--- src/rtl/lap_stopwatch.sv ---
// lap_stopwatch: MM:SS up/down timer with built-in prescaler, run/pause
// control, lap-freeze display and down-count completion flag.
// Outputs four BCD digits plus status flags.
module lap_stopwatch #(
  parameter int unsigned CLK_HZ  = 50000000,
  parameter int unsigned TICK_HZ = 1,
  parameter int unsigned MAX_MIN = 59
) (
  input  logic       clk,
  input  logic       reset,
  input  logic       start_stop,
  input  logic       lap,
  input  logic       clear,
  input  logic       mode,
  input  logic [3:0] preset_mt,
  input  logic [3:0] preset_mu,
  input  logic [2:0] preset_st,
  input  logic [3:0] preset_su,
  output logic [3:0] disp_mt,
  output logic [3:0] disp_mu,
  output logic [2:0] disp_st,
  output logic [3:0] disp_su,
  output logic       running,
  output logic       lapped,
  output logic       done,
  output logic       wrap
);

  localparam int unsigned DIV      = ((CLK_HZ / TICK_HZ) > 1) ? (CLK_HZ / TICK_HZ) : 1;
  localparam int unsigned PW       = (DIV > 1) ? $clog2(DIV) : 1;
  localparam logic [PW-1:0] PRE_LAST = PW'(DIV - 1);
  localparam logic [7:0]  MAX_M8   = 8'(MAX_MIN);
  localparam logic [3:0]  MAX_MT   = 4'(MAX_MIN / 10);
  localparam logic [3:0]  MAX_MU   = 4'(MAX_MIN % 10);

  typedef enum logic [1:0] {S_IDLE, S_RUN, S_PAUSE, S_DONE} state_e;

  typedef struct packed {
    logic [3:0] mt;
    logic [3:0] mu;
    logic [2:0] st;
    logic [3:0] su;
  } bcd_t;

  state_e        state_q, state_d;
  bcd_t          count_q, count_d;
  bcd_t          lap_cnt_q, lap_cnt_d;
  logic [PW-1:0] presc_q, presc_d;
  logic          mode_q, mode_d;
  logic          lapped_q, lapped_d;
  logic          wrap_q, wrap_d;
  logic          ss_prev_q, lap_prev_q;

  logic          ss_press, lap_press, tick;
  logic          at_max, count_zero;
  bcd_t          ld_cnt, inc_cnt, dec_cnt;
  logic [3:0]    pmu_c;

  function automatic logic [7:0] minutes(input logic [3:0] t, input logic [3:0] u);
    return 8'(t) * 8'd10 + 8'(u);
  endfunction

  function automatic bcd_t bcd_inc(input bcd_t c);
    bcd_t r;
    r = c;
    if (c.su != 4'd9) r.su = c.su + 4'd1;
    else begin
      r.su = '0;
      if (c.st != 3'd5) r.st = c.st + 3'd1;
      else begin
        r.st = '0;
        if (c.mu != 4'd9) r.mu = c.mu + 4'd1;
        else begin
          r.mu = '0;
          r.mt = c.mt + 4'd1;
        end
      end
    end
    return r;
  endfunction

  function automatic bcd_t bcd_dec(input bcd_t c);
    bcd_t r;
    r = c;
    if (c.su != 4'd0) r.su = c.su - 4'd1;
    else begin
      r.su = 4'd9;
      if (c.st != 3'd0) r.st = c.st - 3'd1;
      else begin
        r.st = 3'd5;
        if (c.mu != 4'd0) r.mu = c.mu - 4'd1;
        else begin
          r.mu = 4'd9;
          r.mt = c.mt - 4'd1;
        end
      end
    end
    return r;
  endfunction

  assign ss_press   = start_stop & ~ss_prev_q;
  assign lap_press  = lap & ~lap_prev_q;
  assign tick       = (state_q == S_RUN) && (presc_q == PRE_LAST);
  assign at_max     = (minutes(count_q.mt, count_q.mu) == MAX_M8) &&
                      (count_q.st == 3'd5) && (count_q.su == 4'd9);
  assign count_zero = (count_q == '0);
  assign inc_cnt    = bcd_inc(count_q);
  assign dec_cnt    = bcd_dec(count_q);

  // Preset clamp: minute units saturate first, then the whole minute value.
  always_comb begin
    pmu_c     = (preset_mu > 4'd9) ? 4'd9 : preset_mu;
    ld_cnt.st = (preset_st > 3'd5) ? 3'd5 : preset_st;
    ld_cnt.su = (preset_su > 4'd9) ? 4'd9 : preset_su;
    if (minutes(preset_mt, pmu_c) > MAX_M8) begin
      ld_cnt.mt = MAX_MT;
      ld_cnt.mu = MAX_MU;
    end else begin
      ld_cnt.mt = preset_mt;
      ld_cnt.mu = pmu_c;
    end
  end

  // Next-state and datapath: clear/IDLE load, run/pause, lap toggle, tick counting.
  always_comb begin
    state_d   = state_q;
    count_d   = count_q;
    lap_cnt_d = lap_cnt_q;
    presc_d   = presc_q;
    mode_d    = mode_q;
    lapped_d  = lapped_q;
    wrap_d    = 1'b0;
    if (clear || (state_q == S_IDLE)) begin
      mode_d   = mode;
      count_d  = mode ? ld_cnt : '0;
      presc_d  = '0;
      lapped_d = 1'b0;
      state_d  = S_IDLE;
      if (!clear && ss_press)
        state_d = (mode_q && count_zero) ? S_DONE : S_RUN;
    end else begin
      unique case (state_q)
        S_RUN, S_PAUSE: begin
          if (state_q == S_RUN)
            presc_d = tick ? '0 : presc_q + PW'(1);
          if (ss_press)
            state_d = (state_q == S_RUN) ? S_PAUSE : S_RUN;
          if (lap_press) begin
            lapped_d = ~lapped_q;
            if (!lapped_q) lap_cnt_d = count_q;
          end
          // A tick still lands on a pause edge; reaching zero overrides the pause
          // and the lap toggle so the final 00:00 is shown.
          if (tick) begin
            if (!mode_q) begin
              if (at_max) begin
                count_d = '0;
                wrap_d  = 1'b1;
              end else begin
                count_d = inc_cnt;
              end
            end else begin
              count_d = dec_cnt;
              if (dec_cnt == '0) begin
                state_d  = S_DONE;
                lapped_d = 1'b0;
              end
            end
          end
        end
        default: ;
      endcase
    end
  end

  // State register.
  always_ff @(posedge clk or negedge reset) begin
    if (!reset) state_q <= S_IDLE;
    else        state_q <= state_d;
  end

  // Datapath registers and button edge-detect copies.
  always_ff @(posedge clk or negedge reset) begin
    if (!reset) begin
      count_q    <= '0;
      lap_cnt_q  <= '0;
      presc_q    <= '0;
      mode_q     <= 1'b0;
      lapped_q   <= 1'b0;
      wrap_q     <= 1'b0;
      ss_prev_q  <= 1'b0;
      lap_prev_q <= 1'b0;
    end else begin
      count_q    <= count_d;
      lap_cnt_q  <= lap_cnt_d;
      presc_q    <= presc_d;
      mode_q     <= mode_d;
      lapped_q   <= lapped_d;
      wrap_q     <= wrap_d;
      ss_prev_q  <= start_stop;
      lap_prev_q <= lap;
    end
  end

  assign disp_mt = lapped_q ? lap_cnt_q.mt : count_q.mt;
  assign disp_mu = lapped_q ? lap_cnt_q.mu : count_q.mu;
  assign disp_st = lapped_q ? lap_cnt_q.st : count_q.st;
  assign disp_su = lapped_q ? lap_cnt_q.su : count_q.su;
  assign running = (state_q == S_RUN);
  assign done    = (state_q == S_DONE);
  assign lapped  = lapped_q;
  assign wrap    = wrap_q;

endmodule

--- config.mk ---
export PLATFORM = sky130hd
export DESIGN_NAME = lap_stopwatch
export DESIGN_NICKNAME = d
export VERILOG_FILES = /design/src/rtl/lap_stopwatch.sv
export SDC_FILE = /design/constraint.sdc
export NUM_CORES = 1
export LEC_CHECK = 0
export CORE_ASPECT_RATIO = 1.5
export CORE_UTILIZATION = 59
export DETAILED_ROUTE_END_ITERATION = 16
export PLACE_DENSITY = 0.88
export SYNTH_ARGS = -nofsm -noshare
export SYNTH_HDL_FRONTEND = slang
export SYNTH_SLANG_ARGS = --single-unit
export TNS_END_PERCENT = 10
--- constraint.sdc ---
create_clock -name clk -period 3.2 [get_ports clk]
set_input_delay 0.64 -clock clk [delete_from_list [all_inputs] [get_ports clk]]
set_output_delay 0.64 -clock clk [all_outputs]
set_load 0.03 [all_outputs]
==> results of run 1 <==
## sequential cells by signal (all words and copies together) (netlist names)
signal and flops:
count_q 15, ss_prev_q 1, lap_cnt_q 15, lapped 1
state_q 2, lap_prev_q 1, mode_q 1, wrap 1
presc_q 26
## metrics by stage
step           worst slack, ns   util  area, um2  instances
2_1_floorplan          -0.0180      -       4470        542
3_3_place_gp            -0.607  0.698       5080        684
3_5_place_dp            -0.679  0.698       5080        684
4_1_cts                0.00843  0.726       5280        701
5_1_grt                 0.0200  0.731       5320        702
6_report                 0.118  0.731       5320        702
## layer usage
metal / vias to the layer above / share of wire / track usage
met5: - / 0 / 0
met2: 174 / 0.53 / 0.583
met4: 0 / 0.046 / 0.176
met1: 2057 / 0.37 / 0.334
met3: 44 / 0.054 / 0.0513
li1: 2051 / - / -
## worst max path at each step
stage	endpoint	slack [ns]
finish	count_q[12]	0.12
CTS	count_q[12]	0.008
detailed placement	count_q[7]	-0.68
floorplan	count_q[7]	-0.02
global placement	count_q[7]	-0.61
global route	count_q[14]	0.02
## cells by family after synthesis
kind of cell,share of synthesized area
AOI/OAI and AO/OA,0.189
xor gates and xnor gates,0.0395
adders and majority gates,0.0941
buffers and inverters,0.0451
DFF,0.355
muxes,0.0225
and+or+nand+nor,0.255
## worst max-delay path, cell delays in order
cell and delay (ns):
sky130_fd_sc_hd__clkdlybuf4s15_1 0.20, sky130_fd_sc_hd__ha_2 0.20, sky130_fd_sc_hd__ha_4 0.16, sky130_fd_sc_hd__fa_1 0.53, sky130_fd_sc_hd__o211ai_2 0.09, sky130_fd_sc_hd__a21o_1 0.17
sky130_fd_sc_hd__or4b_4 0.50, sky130_fd_sc_hd__a221o_2 0.44, sky130_fd_sc_hd__nor2_4 0.12, sky130_fd_sc_hd__a222oi_1 0.10, sky130_fd_sc_hd__a21oi_1 0.19
## repair_timing
| action | 4_1_cts | 5_1_grt |
|---|---|---|
| endpoints found under the setup margin | 8 | 8 |
| pin swaps | 8 | 12 |
| buffers inserted | 1 | 1 |
| resized for setup | 9 | 12 |
| cloned | 0 | 0 |
## layout by cell type (no fill, tap or decap), types with 3 or more instances in the layout
cell	synthesis	final
sky130_fd_sc_hd__ha_1	27	23
sky130_fd_sc_hd__or4_1	3	3
sky130_fd_sc_hd__a221oi_1	3	3
sky130_fd_sc_hd__buf_4	1	28
sky130_fd_sc_hd__nand3_1	22	22
sky130_fd_sc_hd__inv_1	28	28
sky130_fd_sc_hd__o211ai_1	5	5
sky130_fd_sc_hd__mux2_2	8	8
sky130_fd_sc_hd__nor3_1	12	12
sky130_fd_sc_hd__dfrtp_1	63	63
sky130_fd_sc_hd__o21ai_0	58	58
sky130_fd_sc_hd__xor2_1	13	13
sky130_fd_sc_hd__nand2b_1	5	5
sky130_fd_sc_hd__and2_1	4	4
sky130_fd_sc_hd__clkdlybuf4s50_1	0	32
sky130_fd_sc_hd__o21ai_1	3	3
sky130_fd_sc_hd__fa_1	4	3
sky130_fd_sc_hd__and3_1	5	5
sky130_fd_sc_hd__nor2_1	65	65
sky130_fd_sc_hd__nand4_1	11	11
sky130_fd_sc_hd__o31ai_1	4	3
sky130_fd_sc_hd__nand2_1	69	69
sky130_fd_sc_hd__a21oi_1	23	23
sky130_fd_sc_hd__xnor2_1	7	7
sky130_fd_sc_hd__ha_4	0	3
sky130_fd_sc_hd__clkbuf_8	0	9
sky130_fd_sc_hd__a31oi_1	10	10
sky130_fd_sc_hd__and4_1	4	4
sky130_fd_sc_hd__nor4_1	5	5
sky130_fd_sc_hd__nor2b_1	7	5
## where the power goes
part | switching [mW] | internal (mW)
combinational | 0.366 | 0.263
clock | 0.334 | 0.362
sequential | 0.0580 | 0.832
## area by class of cell
type	instances	area share
Tap cell	100	0.0235
Clock buffer	11	0.0247
Multi-Input combinational cell	428	0.514
Timing Repair Buffer	67	0.111
Clock inverter	5	0.0108
Inverter	28	0.0198
Sequential cell	63	0.297
==> parameters.txt, run 1 <==
Parameter                              Value

GRT
  Vias in the first global route    4266
  Wire length of the first global-routing pass    19.0 mm
  Global-route usage over all layers    0.316
  Global-route congestion overflow total    0
  Number of antenna violations at the first check in global routing    0
  Maximum number of pins on one net before global-route repair    43

Synth
  Async set-or-reset flop fraction in the synthesized netlist    1.00
  Total nets after synthesis    594
  Number of flops mapped to enable cells by yosys    0
  Synth unique cells    69
  Post-synthesis cell type with the largest combined area    sky130_fd_sc_hd__dfrtp_1
  Area share of the largest cell type after synthesis    0.355
  Part of the Yosys area used for sequential elements    0.355
  Post-Synthesis Cell Area    4440 um2
  Most frequent cell after synthesis    sky130_fd_sc_hd__nand2_1
  Yosys warns    0
  Avg Synthesized Cell Area    8.19 um2
  List of most frequent post-synthesis cells    sky130_fd_sc_hd__nand2_1 (69), sky130_fd_sc_hd__nor2_1 (65), sky130_fd_sc_hd__dfrtp_1 (63), sky130_fd_sc_hd__o21ai_0 (58), sky130_fd_sc_hd__inv_1 (28)
  Total of flip-flops plus latches after synthesis    63
  Biggest area contributors in the synthesized netlist    sky130_fd_sc_hd__dfrtp_1 (36%), sky130_fd_sc_hd__ha_1 (7.6%), sky130_fd_sc_hd__o21ai_0 (6.5%)
  Predominant post-synthesis flop cell    sky130_fd_sc_hd__dfrtp_1
  Synthesized instance count    542

Worst setup path
  Critical path launch point    preset_mt[2]
  Number of cell instances on the worst register-to-register path    11
  Crit Path Max Fanout    6
  Arrival time worst endpoint    3.36 ns
  RR Startpoint    count_q[11]
  Type of destination of the critical path    flip-flop
  CP startpoint kind    primary input
  Critical path required time    3.47 ns
  Category of the most critical setup path    in -> reg
  R2r endpoint    count_q[14]
  R2R Setup Slk    0.35 ns

Timing
  Remaining max-slew budget at the tightest pin    0.359
  Minimum period implied by the final worst setup slack    3.08 ns
  Setup repair after global routing missed its margin    false
  Worst hold slack    0.434 ns
  Final Setup Violations    0
  Max Transition Viols Final    0
  Sum Neg Setup Slack    0 ns
  Least-Margin Pin Slew    0.962 ns
  Clk_skew    0.0165 ns
  Final-report hold violation count    0
  Post-route fraction of the period consumed by the critical path    0.963
  Achievable Freq    324 MHz

CTS
  Sinks on the clock net    63
  Hold buffers post-CTS    0
  Cell at the root of the clock tree    sky130_fd_sc_hd__clkbuf_8
  Clock tree from TritonCTS    yes
  Worst-case clock buffer depth    2
  Source-to-sink clock delay at the later pin of the worst-skew pair    0.36 ns
  Clock slew at the register clock pins of the worst setup and hold paths    0.07 ns
  Number of buffers added by the clock tree synthesis step    9
  Number of H-tree levels    3

Flow run
  Total of max-cap violations    0

Finish
  Antenna Cells    0
  Fraction of final layout cells sized beyond drive strength 1    0.120
  Synth-to-Final Area Change    19.8%
  Area of the multi-input gates    2730 um2
  Number of nets in the layout    649
  FF+latch area    1580 um2
  Number of inserted filler cells in the final layout    561

Placement
  Total half-perimeter wirelength after legalization and detailed placement    8.57 mm
  IO Port Bufs    39
  GP Congestion    0.944

Power and ir drop
  Power, Total    2.22 mW
  Max rail drop VDD    0.000419 V
  Pwr per Cell Area    417 nW/um2
  Leakage dissipation    2.21 nW

Routing
  Routed via count    4326
  Routed WL    11.6 mm
  Count of antenna-violating nets left after detailed routing    0
  Routed len/inst    16.5 um
  Drt pass-1 iters    6
  DRC violation count after routing    0
  Drt first-iter violations    339
  Avg Vias per Cell    6.16

Floorplanning
  Core Footprint    7270 um2
  Initial standard-cell utilization of the core    0.610
  Number of ports placed on the die boundary    40
  Area of the die    7880 um2
  Overall die height    108 um
  Chip width    72.8 um
  Std cell rows    38

Min path
  Hold/Removal Path Class    in -> async

Run status
  Status    completed
No activity file was read; power rests on OpenSTA's default activity.
==> run 2: changes to the inputs <==
--- a/config.mk
+++ b/config.mk
@@ -8,7 +8,7 @@
 export CORE_ASPECT_RATIO = 1.5
 export CORE_UTILIZATION = 59
 export DETAILED_ROUTE_END_ITERATION = 16
-export PLACE_DENSITY = 0.88
+export PLACE_DENSITY = 0.89
 export SYNTH_ARGS = -nofsm -noshare
 export SYNTH_HDL_FRONTEND = slang
 export SYNTH_SLANG_ARGS = --single-unit
==> parameters.txt, run 2 (synthesis gave the netlist of run 1 again) <==
Parameter                              Value

Run status
  Status    completed

Worst setup path
  Crit Path Max Fanout    4
  Arrival time worst endpoint    3.40 ns
  Critical path required time    3.42 ns
  Count of buffer and inverter cells on the critical path    2
  CP max stage delay    0.54 ns
  CP cell instances    buf_6, ha_4, ha_4, fa_1, o211ai_2, a21o_1, or4b_1, a221o_2, buf_4, o31ai_4, o211ai_1
  Slowest stage cell on the critical path    sky130_fd_sc_hd__fa_1
  CP startpoint kind    primary input
  Cell family contributing the most delay on the critical path    compound AO/OA/AOI/OAI gates
  Type of destination of the critical path    flip-flop
  Crit-path most repeated cell    sky130_fd_sc_hd__ha_4
  Category of the most critical setup path    in -> reg

CTS
  Cell at the root of the clock tree    sky130_fd_sc_hd__clkbuf_8
  Clock tree from TritonCTS    yes
  Worst-case clock buffer depth    2
  Clock slew at the register clock pins of the worst setup and hold paths    0.07 ns
  Sinks on the clock net    63
  Source-to-sink clock delay at the later pin of the worst-skew pair    0.36 ns
  Number of H-tree levels    3
  Number of buffers added by the clock tree synthesis step    9

Floorplanning
  Overall die height    108 um
  Area of the die    7880 um2
  Core Footprint    7270 um2
  Std cell rows    38
  Initial standard-cell utilization of the core    0.610
  Chip width    72.8 um
  Number of ports placed on the die boundary    40

Finish
  Largest register FFs    26
  Register containing the most flip-flops in the final layout    presc_q
  Antenna Cells    0
  Final non-filler cell area    5440 um2
  Commonest cells after routing, fill and taps aside    sky130_fd_sc_hd__nand2_1 (69), sky130_fd_sc_hd__nor2_1 (65), sky130_fd_sc_hd__dfrtp_1 (63), sky130_fd_sc_hd__o21ai_0 (55), sky130_fd_sc_hd__buf_4 (36)
  Most common library cell in the layout ignoring fill and taps    sky130_fd_sc_hd__nand2_1
  Synth-to-Final Area Change    22.6%
  Fraction of final layout cells sized beyond drive strength 1    0.142
  Biggest regs    presc_q x26, count_q x15, lap_cnt_q x15
  Number of nets in the layout    658
  Number of inserted filler cells in the final layout    520

Power and ir drop
  Relative contribution of the clock network to total power    0.321
  Combinational fraction of design power    0.294
  Pwr per Cell Area    423 nW/um2
  Internal power    1.53 mW
  Sequential power share    0.385
  Leakage dissipation    2.28 nW
  Sw Ratio    0.333
  Max rail drop VDD    0.000391 V
  Switching power total    766 uW
  Power, Total    2.30 mW

GRT
  Wire length of the first global-routing pass    19.9 mm
  Global-route congestion overflow total    0
  Global-route usage over all layers    0.333
  Maximum number of pins on one net before global-route repair    41
  Number of antenna violations at the first check in global routing    0
  Vias in the first global route    4447

Routing
  Drt first-iter violations    316
  DRC violation count after routing    0
  Detailed route wirelength on metal2    6.57 mm
  Uppermost layer routed    met4
  Met1 layer wirelength in the final routing    4.48 mm
  Routed len/inst    17.4 um
  Routed via count    4403
  Routed WL    12.3 mm
  Length of routed met3 wiring    495 um
  Count of antenna-violating nets left after detailed routing    0
  Avg Vias per Cell    6.19
  Drt pass-1 iters    6

Timing
  Clk_skew    0.00811 ns
  Least-Margin Pin Slew    0.890 ns
  Setup repair after global routing missed its margin    true
  Final Setup Violations    0
  Max Transition Viols Final    0
  Remaining max-slew budget at the tightest pin    0.407
  Post-route fraction of the period consumed by the critical path    0.994
  Final-report hold violation count    0
  Achievable Freq    315 MHz
  Minimum period implied by the final worst setup slack    3.18 ns

Flow run
  Total of max-cap violations    0

Placement
  GP Congestion    0.966
  Cell area reported after detailed placement    5110 um2
  IO Port Bufs    39
  Total half-perimeter wirelength after legalization and detailed placement    8.97 mm

Min path
  Hold/Removal Path Class    in -> async
## run 2: cell count changes in the layout (fill, tap and decap cells not counted), sizes merged
cell / delta
clkdlybuf4s15: -2
clkbuf: +2
clkinv: -1
buf: +11
inv: -1
## run 2: cell type report
type | instances | area [um2] | share of cell area
clock buffers | 13 | 169 | 0.0310
clock inverters | 3 | 40.0 | 0.00736
inverters | 28 | 105 | 0.0193
multi-input cells | 428 | 2760 | 0.507
flip-flops and latches | 63 | 1580 | 0.290
well taps | 100 | 125 | 0.0230
repair buffers | 76 | 664 | 0.122
## run 2: layer usage
layer	global-route usage	vias up
li1	-	2059
met1	0.335	2101
met2	0.611	180
met3	0.0438	63
met4	0.246	0
met5	0	-
## run 2: through the flow
step | TNS [ns] | hold WS [ns] | setup slack, ns | util | std cells
final | 0 | 0.258 | 0.0207 | 0.748 | 711
after global routing | -0.110 | 0.300 | -0.0626 | 0.748 | 711
after CTS | 0 | 0.270 | 0.00171 | 0.736 | 707
after detailed placement | -5.25 | 0.470 | -0.729 | 0.703 | 689
after global placement | -4.37 | 0.462 | -0.622 | 0.703 | 689
after floorplan | -0.0180 | 0.344 | -0.0180 | - | 542
## run 2: power groups by stage
| stage | Combinational, mW | Clock (mW) | Sequential, mW |
|---|---|---|---|
| floorplan | 0.404 | 0 | 0.880 |
| global route | 0.741 | 0.772 | 0.892 |
| CTS | 0.644 | 0.742 | 0.885 |
| detailed placement | 0.635 | 0 | 0.900 |
| global placement | 0.615 | 0 | 0.898 |
| finish | 0.675 | 0.738 | 0.886 |
## run 2: worst paths after layout
| path | cells after the start | from | slack, ns | endpoint |
|---|---|---|---|---|
| worst min-delay path | 1 | reset | 0.26 | lap_cnt_q[12] |
| worst min register to register | 2 | lap_cnt_q[1] | 0.48 | lap_cnt_q[1] |
| min in group clk | 2 | lap_cnt_q[1] | 0.48 | lap_cnt_q[1] |
| max in group asynchronous | 2 | reset | 2.00 | mode_q |
| worst max register to register | 10 | count_q[14] | 0.21 | count_q[13] |
| worst max-delay path | 11 | preset_mt[3] | 0.02 | count_q[7] |
## run 2: what timing repair did
item	4_1_cts	5_1_grt
endpoints found under the hold margin	0	0
hold buffers	0	0
pin swaps	9	14
endpoints found under the setup margin	8	8
resized for setup	13	25
buffers inserted	2	4
==> run 3: changes to the inputs <==
--- a/config.mk
+++ b/config.mk
@@ -6,9 +6,9 @@
 export NUM_CORES = 1
 export LEC_CHECK = 0
 export CORE_ASPECT_RATIO = 1.5
-export CORE_UTILIZATION = 59
+export CORE_UTILIZATION = 53
 export DETAILED_ROUTE_END_ITERATION = 16
-export PLACE_DENSITY = 0.89
+export PLACE_DENSITY = 0.85
 export SYNTH_ARGS = -nofsm -noshare
 export SYNTH_HDL_FRONTEND = slang
 export SYNTH_SLANG_ARGS = --single-unit
==> constraint.sdc (replaced) <==
create_clock -name clk -period 2.8 [get_ports clk]
set_input_delay 0.56 -clock clk [delete_from_list [all_inputs] [get_ports clk]]
set_output_delay 0.56 -clock clk [all_outputs]
set_load 0.03 [all_outputs]
==> parameters.txt, run 3 (synthesis gave the netlist of run 1 again) <==
Parameter                              Value

Timing
  Achievable Freq    342 MHz
  Clk_skew    0.00719 ns
  Minimum period implied by the final worst setup slack    2.92 ns
  Worst hold slack    0.279 ns
  Sum Neg Setup Slack    -0.723 ns
  Least-Margin Pin Slew    0.739 ns
  Setup repair after global routing missed its margin    true
  Final-report hold violation count    0
  Post-route fraction of the period consumed by the critical path    1.04
  Max Transition Viols Final    0
  Remaining max-slew budget at the tightest pin    0.507
  Final Setup Violations    8
  Minimum setup slack in the final design    -0.122 ns

GRT
  Number of antenna violations at the first check in global routing    0
  Vias in the first global route    4224
  Global-route congestion overflow total    0
  Maximum number of pins on one net before global-route repair    34
  Global-route usage over all layers    0.289
  Wire length of the first global-routing pass    19.8 mm

Routing
  DRC violation count after routing    0
  Avg Vias per Cell    6.03
  Drt first-iter violations    427
  Routed len/inst    16.6 um
  Routed via count    4382
  Count of antenna-violating nets left after detailed routing    0
  Drt pass-1 iters    5
  Routed WL    12.1 mm

CTS
  Number of H-tree levels    3
  Number of buffers added by the clock tree synthesis step    9
  Clock slew at the register clock pins of the worst setup and hold paths    0.05 ns
  Clock tree from TritonCTS    yes
  Sinks on the clock net    63
  Cell at the root of the clock tree    sky130_fd_sc_hd__clkbuf_16
  Worst-case clock buffer depth    2
  Source-to-sink clock delay at the later pin of the worst-skew pair    0.34 ns

Worst setup path
  CP cell instances    buf_8, ha_4, ha_4, fa_1, o211ai_2, a21o_1, or4b_1, a221o_2, o21ai_0, a31oi_1
  Type of destination of the critical path    flip-flop
  Category of the most critical setup path    in -> reg
  Arrival time worst endpoint    3.12 ns
  Critical path required time    3.00 ns
  Count of buffer and inverter cells on the critical path    1
  Cell family contributing the most delay on the critical path    compound AO/OA/AOI/OAI gates
  Slowest stage cell on the critical path    sky130_fd_sc_hd__fa_1
  CP startpoint kind    primary input
  Crit-path most repeated cell    sky130_fd_sc_hd__ha_4
  Crit Path Max Fanout    6
  CP max stage delay    0.51 ns

Min path
  Hold/Removal Path Class    in -> async

Finish
  Non-filler instance count after layout    727
  Commonest cells after routing, fill and taps aside    sky130_fd_sc_hd__nand2_1 (69), sky130_fd_sc_hd__nor2_1 (65), sky130_fd_sc_hd__dfrtp_1 (62), sky130_fd_sc_hd__o21ai_0 (56), sky130_fd_sc_hd__buf_4 (47)
  Fraction of final layout cells sized beyond drive strength 1    0.154
  Synth-to-Final Area Change    26.3%
  Number of nets in the layout    669
  Antenna Cells    0
  Largest register FFs    26
  Biggest regs    presc_q x26, count_q x15, lap_cnt_q x15
  Register containing the most flip-flops in the final layout    presc_q
  Most common library cell in the layout ignoring fill and taps    sky130_fd_sc_hd__nand2_1

Power and ir drop
  Max rail drop VDD    0.000410 V
  Leakage dissipation    2.37 nW
  Pwr per Cell Area    526 nW/um2

Flow run
  Total of max-cap violations    0

Placement
  Total half-perimeter wirelength after legalization and detailed placement    8.80 mm
  IO Port Bufs    39
  GP Congestion    0.923
  Placed Instances    707

Run status
  Failing checks    setup timing
  Status    complete, but fails checks

Floorplanning
  Chip width    76.7 um
  Std cell rows    40
  Area of the die    8750 um2
  Core Footprint    8060 um2
  Number of ports placed on the die boundary    40
  Overall die height    114 um
  Initial standard-cell utilization of the core    0.551
run 3: cell types whose count changed in the layout (fill, tap and decap cells not counted), moves of 2 or more:
| cell | before | now |
|---|---|---|
| sky130_fd_sc_hd__buf_2 | 1 | 3 |
| sky130_fd_sc_hd__clkbuf_8 | 12 | 3 |
| sky130_fd_sc_hd__buf_4 | 36 | 47 |
| sky130_fd_sc_hd__clkbuf_16 | 0 | 9 |
| sky130_fd_sc_hd__nor3_1 | 10 | 12 |
| sky130_fd_sc_hd__buf_6 | 3 | 1 |
run 3: timing repair:
action / in CTS / in global routing
pin swaps: 15 / 6
setup endpoints to repair: 8 / 22
buffers inserted: 2 / 2
hold buffers: 0 / 0
resized for setup: 31 / 7
run 3: power by group:
group	internal (mW)	switching (mW)
clock network	0.758	0.401
logic	0.336	0.462
registers	0.954	0.0390
total	2.05	0.902
run 3: cell type report:
| cell class | instances | area, um2 |
|---|---|---|
| Fill cell | 611 | 2450 |
| Timing Repair Buffer | 87 | 751 |
| Clock inverter | 3 | 40.0 |
| Tap cell | 105 | 131 |
| Multi-Input combinational cell | 428 | 2730 |
| Sequential cell | 63 | 1580 |
| Inverter | 28 | 105 |
| Clock buffer | 13 | 270 |
run 3: per-layer routing:
layer	wire, um	track usage
met1	4600	0.324
met2	6340	0.520
met3	548	0.0526
met4	567	0.150
met5	0	0
run 3: final timing paths:
| kind | startpoint | endpoint | slack, ns | cells past startpoint |
|---|---|---|---|---|
| setup / recovery | preset_mt[3] | count_q[13] | -0.12 | 10 |
| hold / removal | reset | count_q[7] | 0.28 | 1 |
| setup reg to reg | count_q[12] | count_q[7] | 0 | 11 |
| hold reg to reg | lap_cnt_q[14] | lap_cnt_q[14] | 0.48 | 2 |
| max in group asynchronous | reset | lapped | 1.87 | 2 |
| min in group clk | lap_cnt_q[14] | lap_cnt_q[14] | 0.48 | 2 |
run 3: metrics by stage:
step                power [mW]  setup WS (ns)  area, um2  utilization
floorplan                 1.47         -0.338       4470            -
global placement          1.75         -0.923       5230        0.649
detailed placement        1.78          -1.02       5230        0.649
CTS                       2.95         -0.116       5590        0.693
global route              3.08         -0.203       5610        0.696
finish                    2.95         -0.122       5610        0.696
